**config.mk**
```make
export PLATFORM = sky130hd
export DESIGN_NAME = muldiv_unit
export DESIGN_NICKNAME = d
export VERILOG_FILES = /design/src/rtl/muldiv_pkg.sv /design/src/rtl/muldiv_datapath.sv /design/src/rtl/muldiv_unit.sv
export SDC_FILE = /design/constraint.sdc
export NUM_CORES = 1
export LEC_CHECK = 0
export CAP_MARGIN = 10
export CORE_UTILIZATION = 35
export CTS_BUF_LIST = sky130_fd_sc_hd__clkbuf_16
export DETAILED_ROUTE_END_ITERATION = 8
export GPL_TIMING_DRIVEN = 0
export PLACE_DENSITY = 0.56
export SLEW_MARGIN = 20
export SYNTH_ARGS = -nofsm -noshare
export SYNTH_HDL_FRONTEND = slang
export SYNTH_SLANG_ARGS = --single-unit
```
**constraint.sdc**
```tcl
create_clock -name clk -period 6.8 [get_ports clk]
set_input_delay 1.36 -clock clk [delete_from_list [all_inputs] [get_ports clk]]
set_output_delay 1.36 -clock clk [all_outputs]
set_load 0.1 [all_outputs]
```
**src/rtl/muldiv_pkg.sv**
```systemverilog
// muldiv_pkg: op encodings and FSM states shared by the multiply/divide unit.
package muldiv_pkg;

   localparam logic [2:0] OP_MULT  = 3'd0;
   localparam logic [2:0] OP_MULTU = 3'd1;
   localparam logic [2:0] OP_DIV   = 3'd2;
   localparam logic [2:0] OP_DIVU  = 3'd3;
   localparam logic [2:0] OP_MTHI  = 3'd4;
   localparam logic [2:0] OP_MTLO  = 3'd5;

   typedef enum logic [2:0] {S_IDLE, S_MUL, S_DIV, S_FIXUP, S_DONE} state_e;

endpackage

```
**src/rtl/muldiv_datapath.sv**
```systemverilog
// muldiv_datapath: shift-add multiply / restoring divide registers, sign fixup and HI/LO.
module muldiv_datapath
   import muldiv_pkg::*;
#(
   parameter int WIDTH = 32
) (
   input  logic             clk,
   input  logic             reset_in,
   input  logic             load,
   input  logic             div_sel,
   input  logic             sgn,
   input  logic             step,
   input  logic             fix,
   input  logic             wr_hi,
   input  logic             wr_lo,
   input  logic [WIDTH-1:0] a,
   input  logic [WIDTH-1:0] b,
   output logic [WIDTH-1:0] hi,
   output logic [WIDTH-1:0] lo
);

   logic [2*WIDTH-1:0] prod, prod_neg;
   logic [WIDTH-1:0]   dvs, a_mag, b_mag, rem_next, quo, rem;
   logic [WIDTH:0]     add, shl, sub;
   logic               is_div, dz, neg_q, neg_r, a_neg, b_neg;

   // prod holds {partial product, multiplier} for MUL and {remainder, quotient} for DIV
   always_comb begin
      a_neg    = sgn & a[WIDTH-1];
      b_neg    = sgn & b[WIDTH-1];
      a_mag    = a_neg ? -a : a;
      b_mag    = b_neg ? -b : b;
      add      = {1'b0, prod[2*WIDTH-1:WIDTH]} + {1'b0, {WIDTH{prod[0]}} & dvs};
      shl      = {prod[2*WIDTH-1:WIDTH], prod[WIDTH-1]};
      sub      = shl - {1'b0, dvs};
      rem_next = sub[WIDTH] ? shl[WIDTH-1:0] : sub[WIDTH-1:0];
      prod_neg = -prod;
      quo      = neg_q ? -prod[WIDTH-1:0] : prod[WIDTH-1:0];
      rem      = neg_r ? -prod[2*WIDTH-1:WIDTH] : prod[2*WIDTH-1:WIDTH];
   end

   always_ff @(posedge clk or negedge reset_in) begin
      if (!reset_in) begin
         prod   <= '0;
         dvs    <= '0;
         is_div <= 1'b0;
         dz     <= 1'b0;
         neg_q  <= 1'b0;
         neg_r  <= 1'b0;
         hi     <= '0;
         lo     <= '0;
      end else begin
         if (load) begin
            prod   <= {{WIDTH{1'b0}}, div_sel ? (~|b ? a : a_mag) : b_mag};
            dvs    <= div_sel ? b_mag : a_mag;
            is_div <= div_sel;
            dz     <= div_sel & ~|b;
            neg_q  <= a_neg ^ b_neg;
            neg_r  <= a_neg;
         end else if (step) begin
            prod <= is_div ? {rem_next, prod[WIDTH-2:0], ~sub[WIDTH]} : {add, prod[WIDTH-1:1]};
         end
         if (fix && dz) begin
            hi <= prod[WIDTH-1:0];
            lo <= '1;
         end else if (fix && is_div) begin
            hi <= rem;
            lo <= quo;
         end else if (fix) begin
            {hi, lo} <= neg_q ? prod_neg : prod;
         end else begin
            if (wr_hi) hi <= a;
            if (wr_lo) lo <= a;
         end
      end
   end

endmodule

```
**src/rtl/muldiv_unit.sv**
```systemverilog
// muldiv_unit: iterative MULT/MULTU/DIV/DIVU with HI/LO, MTHI/MTLO and hazard stall.
module muldiv_unit
   import muldiv_pkg::*;
#(
   parameter int WIDTH = 32,
   parameter int CNT_W = 6
) (
   input  logic             clk,
   input  logic             reset_in,
   input  logic             start_in,
   input  logic [2:0]       op_in,
   input  logic [WIDTH-1:0] a_in,
   input  logic [WIDTH-1:0] b_in,
   input  logic             hilo_read_in,
   input  logic             flush_in,
   output logic             busy_out,
   output logic             done_out,
   output logic             stall_out,
   output logic [WIDTH-1:0] hi_out,
   output logic [WIDTH-1:0] lo_out
);

   state_e           state;
   logic [CNT_W-1:0] cnt;
   logic             launch, op_mul, op_div, sgn, step, fix;

   always_comb begin
      launch    = (state == S_IDLE) & start_in & ~flush_in;
      op_mul    = (op_in == OP_MULT) | (op_in == OP_MULTU);
      op_div    = (op_in == OP_DIV) | (op_in == OP_DIVU);
      sgn       = (op_in == OP_MULT) | (op_in == OP_DIV);
      step      = ((state == S_MUL) | (state == S_DIV)) & ~flush_in;
      fix       = (state == S_FIXUP) & ~flush_in;
      stall_out = busy_out & (start_in | hilo_read_in);
   end

   // divide-by-zero skips the iterations and lets FIXUP write the fixed result
   always_ff @(posedge clk or negedge reset_in) begin
      if (!reset_in) begin
         state    <= S_IDLE;
         cnt      <= '0;
         busy_out <= 1'b0;
         done_out <= 1'b0;
      end else begin
         done_out <= 1'b0;
         case (state)
            S_IDLE: begin
               if (launch && (op_mul || op_div)) begin
                  state    <= op_mul ? S_MUL : (~|b_in ? S_FIXUP : S_DIV);
                  cnt      <= CNT_W'(WIDTH - 1);
                  busy_out <= 1'b1;
               end
            end
            S_MUL, S_DIV: begin
               if (flush_in) begin
                  state    <= S_IDLE;
                  busy_out <= 1'b0;
               end else if (cnt == '0) begin
                  state <= S_FIXUP;
               end else begin
                  cnt <= cnt - 1'b1;
               end
            end
            S_FIXUP: begin
               state    <= flush_in ? S_IDLE : S_DONE;
               busy_out <= 1'b0;
               done_out <= ~flush_in;
            end
            default: state <= S_IDLE;
         endcase
      end
   end

   muldiv_datapath #(.WIDTH(WIDTH)) u_dp (
      .clk     (clk),
      .reset_in(reset_in),
      .load    (launch & (op_mul | op_div)),
      .div_sel (op_div),
      .sgn     (sgn),
      .step    (step),
      .fix     (fix),
      .wr_hi   (launch & (op_in == OP_MTHI)),
      .wr_lo   (launch & (op_in == OP_MTLO)),
      .a       (a_in),
      .b       (b_in),
      .hi      (hi_out),
      .lo      (lo_out)
   );

endmodule

```
======== Word-level counts from Yosys, hierarchy flattened ========
Index checks and enable logic that the tools add are counted.
cells by class
  add/subtract/negate cells ............... 8
  bitwise logic cells ..................... 21
  reduce and logical (&&, ||, !) cells .... 18
  muxes and demuxes ....................... 35
  eq/ne operators ......................... 13
operator list
  kind                   number
  $mux W32               16
  $mux W64               4
  $neg A32 Y32           4
  $neg A64 Y64           1
  $add A32 B32 Y33       1
  $sub A33 B32 Y33       1
  $and A32 B32 Y32       1
  $reduce_or A32 Y1      1
  $mux W6                3
  $eq A3 B2 Y1 const B   4
  $mux W3                4
  $pmux W6 S2            1
  $and A1 B1 Y1          11
  $pmux W3 S3            1
  $reduce_bool A4 Y1     2
  $eq A3 B1 Y1 const B   2
  $eq A3 B3 Y1 const B   2
  $logic_not A3 Y1       2
  $logic_not A6 Y1       1
  $ne A2 B2 Y1 const B   3
  $or A1 B1 Y1           6
  $sub A6 B1 Y6 const B  1
  $mux W1                4
  $reduce_and A4 Y1      1
  14 further kinds       18
storage, ports and cells
  word-level logic and storage cells ...... 107
  register bits after elaboration ......... 175
  input bits .............................. 72
  output and inout bits ................... 67

======== Longest topological paths before layout ========
Gate-level depths: netlist (run 1).
  depth in word-level cells ............... 8
  gate-level depth with buffers ........... 15
  depth with buffers taken out ............ 13

======== Cells and area by module ========
Synthesis (run 1) repeated with hierarchy kept, for this count alone.
unflattened totals
  cell total of the unflattened synthesis .. 2126
  area, all modules ....................... 16407.0 µm²
by module, submodules not included
  module           cells an instance  times used  seq. area each (µm²)  area an instance (µm²)
  muldiv_datapath  2039               1           4103.9                15622.5
  muldiv_unit      87                 1           275.3                 784.5

======== Worst setup path after synthesis (run 1) ========
Ideal clock, no wire load.
  path type ............................... input -> register
  from .................................... input port a_in[11]
  to ...................................... register u_dp.prod[29]
  arrival ................................. 4.051 ns
  buffers on the path ..................... 1
  setup time .............................. 0.126 ns
  stages .................................. 10
  slack ................................... 2.623 ns
  required time ........................... 6.674 ns
  cell sequence ........................... buf_6 -> or4_4 -> or3_4 -> or4_4 -> or4_4 -> o31ai_4 -> nand2b_1 -> xor2_1 -> a21oi_1 -> a221o_1
on the way
  longest elaborated chain between the ends .. 5
RTL lines
  item                   line                   RTL
  start, declared        muldiv_unit.sv:12      input logic [WIDTH-1:0] a_in,
  $neg A32 Y32           muldiv_datapath.sv:31  a_mag = a_neg ? -a : a;
  $mux W32               muldiv_datapath.sv:31
  $mux W32 (2 in a row)  muldiv_datapath.sv:54  prod <= {{WIDTH{1'b0}}, div_sel ? (~|b ? a : a_mag) : b_mag};
  $mux W64               muldiv_datapath.sv:53  if (load) begin
  end signal, assigned   muldiv_datapath.sv:54
  end signal, assigned   muldiv_datapath.sv:61  prod <= is_div ? {rem_next, prod[WIDTH-2:0], ~sub[WIDTH]} : {add, prod[WIDTH-1:1]};
  end, declared          muldiv_datapath.sv:22  logic [2*WIDTH-1:0] prod, prod_neg;
Every way passes these cells.
A chain may end at the register's enable or synchronous reset.

======== Worst setup path after layout (run 1) ========
  from .................................... input port a_in[13]
  to ...................................... register u_dp.prod[28]
The elaborated chain is that of the path after synthesis.

==> impl_results.md, run 1 <==
* Final ANT Viol Nets at 0
* Initial Utilization at 35.6%
* Crit end category: register
* Vias per Instance at 6.03
* Hold Crit Class: register to register
* Crit path DAT at 5.42 ns
* Reg2reg path depth at 15
* Fmax at 0.197 GHz
* GR Overflow Total at 0
* Fin crit share at 74.7%
* CP most frequent cell: o21ai_0
* Layout Skew at 0.0169 ns
* # setup viols final at 0
* Syn_area_per_cell at 7.67 um^2
* Per-cell routed wire length at 25.5 um
* Power Total at 10.0 mW
* CTS buffer count at 17
* Number of distinct library cells after synthesis at 79
* LEAKAGE at 7.46 nW
* VDD IR max at 0.427 mV
* Final hold viol count at 0
* Slowest-stage cell, CP: o41ai_1
* Largest net degree at the start of global routing at 87
* Asr flop ratio synth at 100%
* Placeable Area at 0.0456 mm^2
* Yosys warning total at 0
* CP Data Required Time at 7.14 ns
* Synth Net Count at 2258
* Share of layout cells above drive strength 1 at 3.48%
* Tmin final at 5.08 ns
* Critical Path Start Type: input port
* Bufs and invs on worst path at 1
* N_diodes at 0
* Chip height at 217 um
* Main synth FF type: dfrtp_1
* Setup WS post-layout at 1.72 ns
* Most common cell after layout, fill and taps aside: nand2_1
* Worst-Skew Late Latency at 0.50 ns
* Synth Register Bits at 175
* DP Cell Count at 2840
* Stages on the worst setup path at 10
* Final GP Congestion at 0.983
* CTS root buffer: clkbuf_16
* Mapped Cells at 2114
* Setup repair bufs after CTS at 0
* Area growth syn-to-layout at 16.2%
* DRT iter0 DRCs at 1717
* Post_cts resized at 0
* CP delay by family, top: compound AO/OA/AOI/OAI gates
* Hold Crit Start: u_dp.dvs[2]
* Clock transition at path regs at 0.07 ns
* RR Startpoint: u_dp.prod[31]
* Actual slew at the worst max-slew pin at 1.15 ns
* WHS at 0.488 ns
* Most frequent cells in the layout: nand2_1 (270), o21ai_0 (199), nor2_1 (180)
* Post-route design area at 0.0188 mm^2
* Post-place setup slack at 1.28 ns
* DRC at 0
* Worst reg2reg setup slack at 1.89 ns
* Cell row count at 78
* Mapped cell area at 0.0162 mm^2
* Hold path cells at 2
* Routed WL at 73.1 mm
* Sequential share of the synthesized area at 27.0%
* Final nets at 2403
* Pwr/cell area at 531 mW/mm^2
* TNS Setup at 0 ns
* Post-Layout Cell Count at 2872
* Fill cells at 4758
* Number of global-route vias before repair at 16600
* Antenna violations before repair at 0
* Max-slew violation count at 0
* Final Core Density at 41.4%
* Full die area at 0.0472 mm^2
* RSZ-0062 raised after global routing: no
* TritonCTS clock tree: yes
* Number of synthesized flops with an enable pin at 0
* GR Util All Layers at 31.0%
* Status: complete, no violations
* Largest stage delay, worst path at 0.77 ns
* R2r endpoint: u_dp.prod[56]
* Count of input and output buffers at 124
* H-tree depth at 4
* Placement Cell Area at 0.0183 mm^2
* First-pass GRT wire length at 108 mm
* CTS Hold Bufs at 0
* Max Buffers Root-to-Sink at 2
* Detailed Place HPWL at 57.5 mm
* Die width at 217 um
* CP cell instances: clkdlybuf4s50_1, or4_4, or3_4, o41ai_1, o21ai_0, o21ai_0, xor2_1, nor2_1, a21oi_1, o221ai_1
* Hold EP: u_dp.dvs[2]
* Crit path max fanout at 6
* Vias at 17300
* Max-cap violations at 0
* Critical path class: input port to register
* # IOs at 139
* CTS Sinks at 175
* Drt pass-1 iters at 5
* Max-slew headroom at 23.0%
## where the power goes
part	switching, mW	internal, mW	leakage (nW)
sequential	0.494	1.51	2.18
combinational	4.81	2.19	5.00
clock	0.519	0.486	0.279
## synth_stat cells (all sizes together) (12+ instances only)
cell type / instances / area share [%]
nand2: 270 / 6.2
o21ai: 203 / 6.3
nor2: 183 / 4.3
dfrtp: 175 / 27
a21oi: 154 / 4.8
clkbuf: 138 / 3.8
xnor2: 99 / 5.3
xor2: 93 / 5.0
ha: 70 / 5.4
inv: 69 / 1.6
mux2i: 62 / 3.8
o211ai: 55 / 2.5
nor3: 44 / 1.4
nand3: 40 / 1.2
or3: 37 / 1.5
o31ai: 34 / 1.7
a21o: 27 / 1.2
a32oi: 26 / 1.4
a211oi: 25 / 1.2
a31oi: 25 / 0.96
and3: 20 / 0.77
nand2b: 20 / 0.77
nor4: 18 / 0.69
buf: 17 / 0.66
or4: 17 / 0.86
nand4: 16 / 0.62
o21a: 16 / 0.74
a22oi: 14 / 0.65
o41ai: 12 / 0.65
## final cells by class
class / count / area [um^2] / area share [%]
Tap cell: 600 / 751 / 3.98
Buffer: 156 / 731 / 3.88
Sequential cell: 175 / 4380 / 23.2
Clock inverter: 15 / 146 / 0.777
Multi-Input combinational cell: 1712 / 10800 / 57.6
Timing Repair Buffer: 126 / 1300 / 6.90
Inverter: 71 / 267 / 1.41
Clock buffer: 17 / 425 / 2.26
## worst min-delay path, stage by stage (launching register included)
cell and delay, ns:
dfrtp_1 0.34, nand2_1 0.05, o21ai_0 0.06
## logic make-up after synthesis
family          share of synthesized area, %
fa+ha+maj                               5.65
xor+xnor                                10.4
flops                                   27.0
simple gates                            20.4
mux                                     4.31
compound gates                          26.1
buf+inv                                 6.15
## routing by layer
layer | vias to the layer above | share of wire [%] | global-route usage, %
met5 | - | 0 | 0
met4 | 0 | 4.8 | 16.5
met3 | 145 | 7.4 | 4.03
met2 | 805 | 44 | 47.8
met1 | 8439 | 43 | 42.2
li1 | 7942 | - | -
## worst max path at each step
stage                     slack (ns)            end     start
final                           1.72  u_dp.prod[28]  a_in[13]
after global routing            1.56  u_dp.prod[28]   a_in[8]
after CTS                       1.80  u_dp.prod[28]  a_in[13]
after detailed placement        1.28  u_dp.prod[28]  a_in[13]
after global placement         -3.58   u_dp.dvs[20]  reset_in
after floorplan                 2.62  u_dp.prod[29]  a_in[11]
## flip-flops by register name, summed over array words and instances, names as in the netlist, 3 cells and up
signal	flops
state	3
u_dp.hi	32
cnt	6
u_dp.dvs	32
u_dp.prod	64
u_dp.lo	32
Note: power is estimated with default switching activity, not from simulation.
==> run 2: changes to the inputs <==
--- a/config.mk
+++ b/config.mk
@@ -10,7 +10,7 @@
 export CTS_BUF_LIST = sky130_fd_sc_hd__clkbuf_16
 export DETAILED_ROUTE_END_ITERATION = 8
 export GPL_TIMING_DRIVEN = 0
-export PLACE_DENSITY = 0.56
+export PLACE_DENSITY = 0.58
 export SLEW_MARGIN = 20
 export SYNTH_ARGS = -nofsm -noshare
 export SYNTH_HDL_FRONTEND = slang
==> constraint.sdc (replaced) <==
create_clock -name clk -period 4.55 [get_ports clk]
set_input_delay 0.91 -clock clk [delete_from_list [all_inputs] [get_ports clk]]
set_output_delay 0.91 -clock clk [all_outputs]
set_load 0.1 [all_outputs]
==> run 2 against run 1 <==
Against the previous run: count of clock-buffer cells in the layout did not move; non-clock buffer count is 2 lower; hold slack worse by 0.16 ns; clock power increased by 56%; register-to-register slack got worse by 1.7 ns; combinational power increased by 50%; sequential share of layout area hardly changed; routed wire length decreased by 1.3%; critical path depth is 3 higher; utilization is 0.063 points higher; critical path type is now register to register.
==> impl_results.md, run 2 (same netlist as run 1, synthesis figures left out) <==
* Number of global-route vias before repair at 16600
* Drt pass-1 iters at 6
* Hold Crit Class: input port to async pin
* Power Total at 15.0 mW
* Final Core Density at 41.4%
* CP Data Required Time at 4.96 ns
* First-pass GRT wire length at 106 mm
* N_diodes at 0
* Critical path class: register to register
* GR Overflow Total at 0
* Max Buffers Root-to-Sink at 2
* Max-slew headroom at 15.8%
* Antenna violations before repair at 1
* DP Cell Count at 2840
* Status: complete, no violations
* Setup repair bufs after CTS at 0
* Critical Path Start Type: register
* Actual slew at the worst max-slew pin at 1.26 ns
* # IOs at 139
* Tmin final at 4.39 ns
* CTS buffer count at 17
* Post-Layout Cell Count at 2870
* Pwr/cell area at 797 mW/mm^2
* Largest Register: u_dp.prod
* Most common cell after layout, fill and taps aside: nand2_1
* Number of flip-flops in the largest register at 64
* Clock transition at path regs at 0.08 ns
* Bufs and invs on worst path at 3
* Max-slew violation count at 0
* Fin crit share at 96.5%
* RSZ-0062 raised after global routing: no
* Slowest-stage cell, CP: a41oi_1
* Worst-Skew Late Latency at 0.47 ns
* Chip height at 217 um
* Vias at 17500
* Count of input and output buffers at 124
* Die width at 217 um
* Vias per Instance at 6.09
* Final hold viol count at 0
* Final GP Congestion at 0.993
* Most frequent cells in the layout: nand2_1 (270), o21ai_0 (199), nor2_1 (180)
* Cell row count at 78
* Largest net degree at the start of global routing at 74
* TritonCTS clock tree: yes
* Crit path max fanout at 10
* Per-cell routed wire length at 25.1 um
* Initial Utilization at 35.6%
* Layout Skew at 0.0142 ns
* CP cell instances: clkbuf_1, inv_1, clkbuf_1, nor2_1, ha_1, a2111o_1, o22a_1, a41oi_1, a21o_1, a21o_1, o221ai_1, mux2i_1, o211a_1
* DRC at 0
* Routed WL at 72.2 mm
* Crit end category: register
* Final ANT Viol Nets at 0
* CTS Sinks at 175
* DRT iter0 DRCs at 2052
* Max-cap violations at 0
* Fmax at 0.228 GHz
* Area growth syn-to-layout at 16.4%
* CTS root buffer: clkbuf_16
* VDD IR max at 0.818 mV
* Detailed Place HPWL at 56.5 mm
* Placeable Area at 0.0456 mm^2
* Largest stage delay, worst path at 0.60 ns
* Full die area at 0.0472 mm^2
* # setup viols final at 0
* Crit path DAT at 4.80 ns
* CP delay by family, top: compound AO/OA/AOI/OAI gates
* GR Util All Layers at 30.2%
* Share of layout cells above drive strength 1 at 3.57%
* LEAKAGE at 7.47 nW
* Final nets at 2401
* H-tree depth at 4
## run 2: cell count changes in the layout (fill, tap and decap cells not counted), moves of 2 or more
cell       change
clkinv_1       +2
clkbuf_1       -3
bufinv_16      +2
inv_6          +2
inv_8          -4
## run 2: area by class of cell
type                            instances  area, um^2
Fill cell                            4696       26700
Multi-Input combinational cell       1712       10900
Sequential cell                       175        4380
Timing Repair Buffer                  126        1300
Tap cell                              600         751
Buffer                                154         727
Clock buffer                           17         425
Inverter                               71         267
Clock inverter                         15         161
## run 2: worst paths after layout
check | start | endpoint | slack, ns | cells after the start
min in group clk | u_dp.dvs[2] | u_dp.dvs[2] | 0.50 | 2
max in group asynchronous | reset_in | u_dp.dvs[20] | 3.46 | 2
setup reg to reg | u_dp.prod[0] | u_dp.prod[60] | 0.16 | 13
hold / removal | reset_in | u_dp.hi[21] | 0.33 | 1
setup / recovery | u_dp.prod[0] | u_dp.prod[60] | 0.16 | 13
hold reg to reg | u_dp.dvs[2] | u_dp.dvs[2] | 0.50 | 2
## run 2: through the flow
step	setup WS, ns	TNS (ns)	hold WS (ns)	instance area, um^2
global route	0.0160	0	0.365	18900
finish	0.157	0	0.333	18900
floorplan	0.823	0	0.450	16200
global placement	-5.34	-940.29	0.470	18200
detailed placement	-0.423	-9.37	0.480	18300
CTS	0.0614	0	0.347	18900
## run 2: repair_timing
item	4_1_cts	5_1_grt
hold buffers	0	0
gates resized for setup	2	3
setup endpoints to repair	21	33
pin swaps	0	0
## run 2: power by group
group / switching [mW] / internal, mW / leakage, nW
clock network: 0.741 / 0.818 / 0.285
logic: 7.19 / 3.28 / 5.00
registers: 0.756 / 2.25 / 2.18
total: 8.69 / 6.35 / 7.47
## run 2: layer usage
layer / global-route usage [%] / part of all wire, %
met5: 0 / 0
met4: 14.8 / 4.8
met3: 4.42 / 8.7
met2: 46.9 / 44
met1: 40.8 / 42
